==> src/rtl/led_mode_ctrl.sv <==
// led_mode_ctrl: button-driven LED pattern mode controller.
// Two raw push-buttons are synchronized and debounced. btn_next steps the
// pattern mode (shift -> count -> Johnson -> shift). btn_pause freezes and
// resumes the step divider that paces the downstream pattern stage.
//
// Ports:
//   clk          system clock, rising edge
//   reset        asynchronous, active-high reset
//   btn_next     raw push-button, advances mode
//   btn_pause    raw push-button, toggles pause
//   mode[1:0]    pattern select: 00 shift, 01 count, 10 Johnson
//   step_tick    one-cycle pattern advance enable
//   mode_changed one-cycle pulse in the first cycle of a new mode
//   paused       high while stepping is frozen
module led_mode_ctrl #(
    parameter int unsigned DB_CYCLES = 500000,
    parameter int unsigned STEP_DIV  = 12500000
) (
    input  logic       clk,
    input  logic       reset,
    input  logic       btn_next,
    input  logic       btn_pause,
    output logic [1:0] mode,
    output logic       step_tick,
    output logic       mode_changed,
    output logic       paused
);

    localparam int unsigned NBTN  = 2;
    localparam int unsigned DB_W  = (DB_CYCLES > 1) ? $clog2(DB_CYCLES) : 1;
    localparam int unsigned DIV_W = (STEP_DIV > 1) ? $clog2(STEP_DIV) : 1;
    localparam logic [DB_W-1:0]  DB_LAST  = DB_W'(DB_CYCLES - 1);
    localparam logic [DIV_W-1:0] DIV_LAST = DIV_W'(STEP_DIV - 1);

    typedef enum logic [1:0] {
        M_SHIFT   = 2'b00,
        M_COUNT   = 2'b01,
        M_JOHNSON = 2'b10
    } mode_t;

    // Bit 0 is btn_next, bit 1 is btn_pause.
    logic [NBTN-1:0] raw;
    logic [NBTN-1:0] sync1;
    logic [NBTN-1:0] sync2;
    logic [NBTN-1:0] db_lvl;
    logic [NBTN-1:0] db_lvl_q;
    logic [NBTN-1:0] press;
    logic [DB_W-1:0] db_cnt [NBTN];

    mode_t            state;
    logic [DIV_W-1:0] div_cnt;
    logic             adv;
    logic             paused_n;

    assign raw = {btn_pause, btn_next};

    // Synchronizer, per-button debounce and registered rising-edge press event.
    // The level only flips after DB_CYCLES consecutive disagreeing cycles;
    // any agreeing cycle restarts the count.
    always_ff @(posedge clk or posedge reset) begin
        if (reset) begin
            sync1    <= '0;
            sync2    <= '0;
            db_lvl   <= '0;
            db_lvl_q <= '0;
            press    <= '0;
            for (int i = 0; i < NBTN; i++) begin
                db_cnt[i] <= '0;
            end
        end else begin
            sync1    <= raw;
            sync2    <= sync1;
            db_lvl_q <= db_lvl;
            press    <= db_lvl & ~db_lvl_q;
            for (int i = 0; i < NBTN; i++) begin
                if (sync2[i] == db_lvl[i]) begin
                    db_cnt[i] <= '0;
                end else if (db_cnt[i] == DB_LAST) begin
                    db_lvl[i] <= sync2[i];
                    db_cnt[i] <= '0;
                end else begin
                    db_cnt[i] <= db_cnt[i] + 1'b1;
                end
            end
        end
    end

    assign adv      = press[0];
    assign paused_n = paused ^ press[1];

    // Mode FSM and step divider. The divider freezes from the edge that
    // enters pause, so a tick is never emitted in a paused cycle; a mode
    // advance restarts the divider and suppresses a coincident tick.
    always_ff @(posedge clk or posedge reset) begin
        if (reset) begin
            state        <= M_SHIFT;
            mode_changed <= 1'b0;
            paused       <= 1'b0;
            step_tick    <= 1'b0;
            div_cnt      <= '0;
        end else begin
            mode_changed <= adv;
            paused       <= paused_n;

            case (state)
                M_SHIFT:   if (adv) state <= M_COUNT;
                M_COUNT:   if (adv) state <= M_JOHNSON;
                M_JOHNSON: if (adv) state <= M_SHIFT;
                default:   state <= M_SHIFT;
            endcase

            if (adv) begin
                div_cnt   <= '0;
                step_tick <= 1'b0;
            end else if (!paused_n) begin
                step_tick <= (div_cnt == DIV_LAST);
                div_cnt   <= (div_cnt == DIV_LAST) ? '0 : div_cnt + 1'b1;
            end else begin
                step_tick <= 1'b0;
            end
        end
    end

    assign mode = state;

endmodule

==> config.mk <==
export PLATFORM = sky130hd
export DESIGN_NAME = led_mode_ctrl
export DESIGN_NICKNAME = d
export VERILOG_FILES = /design/src/rtl/led_mode_ctrl.sv
export SDC_FILE = /design/constraint.sdc
export NUM_CORES = 1
export LEC_CHECK = 0
export CORE_UTILIZATION = 32
export DETAILED_ROUTE_END_ITERATION = 10
export HOLD_SLACK_MARGIN = 0.15
export PLACE_DENSITY = 0.44
export SLEW_MARGIN = 20
export SYNTH_ARGS = -nofsm -noshare
export SYNTH_HDL_FRONTEND = slang
export SYNTH_SLANG_ARGS = --single-unit
==> constraint.sdc <==
create_clock -name clk -period 5.4 [get_ports clk]
set_clock_uncertainty 0.1 [all_clocks]
set_input_delay 1.35 -clock clk [delete_from_list [all_inputs] [get_ports clk]]
set_output_delay 1.35 -clock clk [all_outputs]
set_load 0.05 [all_outputs]
Yosys cells after proc, flatten, opt, wreduce, memory -nomap -nowiden
Index checks and enable logic that the tools add are counted.
{"block": "totals", "reg_bits": 77, "word_cells": 49}
{"block": "classes", "n_addsub": 3, "eq_ne": 11, "mux": 13, "bitwise": 5, "reduce_logical": 4}
{"cell": "19-bit two-way mux", "count": 4}
{"cell": "24-bit two-way mux", "count": 3}
{"cell": "19-bit by 1-bit adder with 19-bit output (second input constant)", "count": 2}
{"cell": "19-bit equality test (second input constant)", "count": 2}
{"cell": "24-bit by 1-bit adder with 24-bit output (second input constant)", "count": 1}
{"cell": "24-bit equality test (second input constant)", "count": 1}
{"cell": "2-bit != test (second input constant)", "count": 4}
{"cell": "2-bit two-way mux", "count": 3}
{"cell": "2-bit case mux with 3 select lines", "count": 1}
{"cell": "2-bit AND reduction", "count": 2}
{"cell": "3-bit AND reduction", "count": 1}
{"cell": "2-bit bitwise AND", "count": 1}
{"cell": "1-bit equality test", "count": 2}
{"cell": "2-bit by 1-bit equality test with 1-bit output (second input constant)", "count": 1}
{"cell": "2-bit equality test (second input constant)", "count": 1}
{"cell": "2-bit logical NOT", "count": 1}
{"cell": "1-bit two-way mux", "count": 2}
{"cell": "1-bit inverter", "count": 2}
{"cell": "2-bit inverter", "count": 1}
{"cell": "1-bit XOR", "count": 1}

Depth between registers and ports, before layout
{"block": "depth", "ltp_word": 4, "depth_mapped": 8}

Worst setup path after synthesis
OpenSTA, ideal clock, no wires.
{"block": "synth_timing", "path_kind": "reg2reg", "from": "register div_cnt[6]", "to": "register div_cnt[11]", "t_arrival_ns": 2.185, "t_required_ns": 5.181, "setup_slack_ns": 2.996, "path_stages_with_launch": 8, "n_path_buf": 2, "period_less_slack_ns": 2.404, "path_cell_list": "dfrtp_1 > or4b_1 > or4_4 > or3_1 > buf_6 > o21bai_4 > buf_6 > nor2_1"}
{"block": "synth_via", "elab_chain_len": 4, "word_cells_on_any_way": 5}
{"item": "from (decl)", "line_no": "51", "rtl": "logic [DIV_W-1:0] div_cnt;"}
{"item": "from (signal assigned)", "line_no": "117", "rtl": "div_cnt <= (div_cnt == DIV_LAST) ? '0 : div_cnt + 1'b1;"}
{"item": "24-bit by 1-bit adder with 24-bit output or 24-bit equality test (tied branches)", "line_no": "117"}
{"item": "24-bit two-way mux *", "line_no": "117"}
{"item": "24-bit two-way mux *", "line_no": "115", "rtl": "end else if (!paused_n) begin"}
{"item": "24-bit two-way mux *", "line_no": "112", "rtl": "if (adv) begin"}
Every way passes the cells marked *; elsewhere a longest branch is shown, timed or not. The select of a mux whose other input is x is not followed.
A chain may end at the register's enable or synchronous reset.

Worst setup path after layout
{"block": "layout_timing", "from": "register state[0], in the netlist mode[0]", "to": "output mode[0]"}
{"item": "from (decl)", "line_no": "50", "rtl": "mode_t state;"}
{"item": "from (signal assigned)", "line_no": "96", "rtl": "state <= M_SHIFT;"}
{"item": "from (signal assigned)", "line_no": "106", "rtl": "M_SHIFT: if (adv) state <= M_COUNT;"}
{"item": "from (signal assigned)", "line_no": "107", "rtl": "M_COUNT: if (adv) state <= M_JOHNSON;"}
{"item": "to (decl)", "line_no": "23", "rtl": "output logic [1:0] mode,"}
No word-level cell between the ends.

==> results by group <==
Status
  – Status: finished, final reports clean

Logic synthesis
  – Main combinational cell family by area after synthesis: simple AND/OR/NAND/NOR gates
  – Synth area leaders: dfrtp_1 (54%), xor2_1 (8.3%), nor2_1 (7.1%)
  – Post-synthesis adder-cell area fraction: 0.01042
  – XOR/XNOR Fraction of Synth Area: 0.1338
  – Post-synthesis cell count: 360
  – Avg Cell Area, Syn: 10.00 µm²
  – Syn_nets: 367
  – Register bit total from synthesis: 77
  – Synth cell types: 36
  – Post-synth top area share: 0.5351
  – Post-Synthesis Cell Area: 3601 µm²
  – Post-synthesis mux area share: 0.009034
  – Yosys warnings: 0
  – Compound-Gate Fraction of Synth Area: 0.03197
  – Post-synthesis sequential area ratio: 0.5351
  – Synth area leader: dfrtp_1
  – Simple-gate share of the synthesized area: 0.2568

Route
  – Vias per inst: 4.881
  – Via count: 2509
  – ANT nets after route: 0
  – Routed Wire Length: 6855 µm
  – Starting DRT DRC Count: 77
  – Drt wl/cell: 13.34 µm
  – Initial DRT Pass Iterations: 4
  – Drt drc: 0

Critical path
  – CP Capture Type: output pin
  – Crit path cell chain: clkdlybuf4s50_1
  – Crit path buf inv count: 1
  – CP Launch Type: flip-flop
  – Setup CP Type: reg -> out
  – Worst EP required: 3950 ps
  – Max stage delay on crit path: 820 ps
  – Flop-to-flop setup slack: 2760 ps
  – Crit path max-delay family: buffers and inverters
  – Critical path's slowest cell: clkdlybuf4s50_1
  – Critical Path AT: 1570 ps
  – Crit-path max FO: 4

Clocking
  – TritonCTS clock tree: done
  – Resized cells post-CTS: 0
  – Skew-Pair Late Insertion Delay: 350 ps
  – Root Driver: clkbuf_8
  – Num CTS Buffers: 9
  – Clock-pin slew on the worst setup and hold paths: 70 ps
  – H-tree depth: 3
  – Hold_buf cts: 0
  – CTS Buffer Depth: 2
  – Post-CTS Setup Bufs: 0
  – Sinks on Clock Net: 77

Floorplan
  – Starting density of the core: 0.3307
  – Die X: 108.1 µm
  – Chip height: 108.1 µm
  – Die ar.: 11680 µm²
  – Core area: 10890 µm²
  – Ports: 9
  – Rows: 38

GRT
  – Total gr overflow: 0
  – Vias in the first global route: 2521
  – Initial antenna violation count: 0
  – Largest net degree at the start of global routing: 57
  – Global-route wire length before repair: 12270 µm
  – Total GRT Usage: 0.1375

Timing
  – Min cycle time layout: 3020 ps
  – Worst-margin pin slew: 731.1 ps
  – Fin. Hold Viols: 0
  – Hold Slack: 258.4 ps
  – Slew Limit Headroom: 0.5081
  – RSZ-0062 raised after global routing: false
  – Maximum clock rate: 331.1 MHz
  – Tcrit/Tclk final: 0.5593
  – # setup viols final: 0
  – Slew Limit Fails: 0
  – Setup TNS: 0 ps

Power
  – Cell Pwr Density: 263.8 nW/µm²
  – VDD IR max: 119.1 µV
  – P_leak: 1.726 nW

Cells and area
  – Nets: 378
  – Area Overhead vs Synth: 11.54%
  – Core Util, Final: 0.3689
  – Share of layout cells above drive strength 1: 0.06150
  – Design area: 4016 µm²
  – Diode count: 0

Placement
  – Dpl cell area: 3816 µm²
  – Final RePlAce weighted congestion: 0.7415
  – Hpwl dp: 4601 µm
  – I/O Buffers: 8

Min path
  – Worst hold path type: reg -> reg

Job
  – # Max-Cap Violations: 0
==> synthesized netlist by cell type, drive strengths merged <==
cell / number
ha: 3
nor2: 68
xor2: 34
nand2: 28
o31a: 2
o211ai: 1
nand4b: 2
o21ai: 2
nor2b: 3
or4: 2
nand3: 24
nor4: 6
xnor2: 21
or3: 7
buf: 2
and2: 1
o2bb2ai: 1
o2111ai: 1
nand4: 17
nor3: 10
and3: 11
or2: 4
o2111a: 1
a21oi: 4
nand2b: 1
a31oi: 2
inv: 9
mux2i: 1
or4b: 1
dfrtp: 77
clkbuf: 7
and4: 2
mux2: 2
nor4b: 2
o21bai: 1
==> final timing paths <==
kind,end,depth (start not counted),start
worst max-delay path,mode[0],1,mode[0]$_DFFE_PP0P_
worst min-delay path,sync2[0]$_DFF_PP0_,0,sync1[0]$_DFF_PP0_
worst max register to register,div_cnt[20]$_DFFE_PP0P_,5,div_cnt[7]$_DFFE_PP0P_
worst min register to register,sync2[0]$_DFF_PP0_,0,sync1[0]$_DFF_PP0_
max in group asynchronous,db_cnt[36]$_DFF_PP0_,3,reset
min in group asynchronous,div_cnt[7]$_DFFE_PP0P_,2,reset
==> registers in the layout, summed over array words and instances, names as in the netlist <==
name / count
press: 2
sync1: 2
sync2: 2
mode: 2
mode_changed: 1
db_lvl_q: 2
db_lvl: 2
db_cnt: 38
paused: 1
step_tick: 1
div_cnt: 24
==> cell usage in the layout (no fill, tap or decap), drive strengths merged <==
master,instances
nor2b,3
o211ai,1
and2,1
bufinv,1
inv,9
or3,7
xor2,34
o2111ai,1
clkbuf,13
nor4b,2
nand2b,1
dfrtp,77
or2,4
clkdlybuf4s50,8
o21ai,2
and4,2
o31a,2
nand4b,2
nor4,6
nand3,24
nor3,10
ha,3
nor2,68
or4,2
a31oi,2
mux2,2
nand2,28
and3,11
xnor2,21
or4b,1
a21oi,4
o2111a,1
o21bai,1
nand4,17
o2bb2ai,1
mux2i,1
buf,1
==> metal layers <==
layer,vias up,GRT usage,share of wire
met1,1228,0.1686,0.48
li1,1251,-,-
met4,0,0.06360,0.017
met3,10,0.03315,0.027
met2,20,0.2275,0.48
met5,-,0,0
==> cells by family after synthesis <==
| kind of cell | Yosys count |
|---|---|
| muxes | 3 |
| DFF | 77 |
| adders and majority gates | 3 |
| AOI/OAI and AO/OA | 15 |
| buffers and inverters | 18 |
| and+or+nand+nor | 189 |
| xor gates and xnor gates | 55 |
==> cell type report <==
cell class	count	area, µm²
inverter	9	36.28
tap	140	175.2
clock inverter	1	30.03
clock buffer	13	168.9
fill	1110	6872
sequential	77	1927
multi-input combinational	265	1592
timing repair buffer	9	87.58
==> stage by stage <==
stage | total power [mW] | setup WS, ps | std cells
floorplan | 0.6153 | 1983 | 360
detailed placement | 0.6247 | 2442 | 500
finish | 1.059 | 2380 | 514
global placement | 0.6246 | 2469 | 500
global route | 1.114 | 2316 | 514
CTS | 1.083 | 2347 | 514
==> worst reg2reg max path, delay by kind of cell (launching register included) <==
family          cells  cell delay (ps)
simple gates        4             1600
flops               1              440
compound gates      1              370
==> where the power goes <==
group,leakage [nW],total (mW),internal [mW],switching (mW)
clock network,0.102,0.448,0.247,0.201
logic,0.577,0.0258,0.00697,0.0188
registers,1.05,0.586,0.581,0.00436
total,1.73,1.06,0.835,0.224
Power figures use the tool's default switching activity.
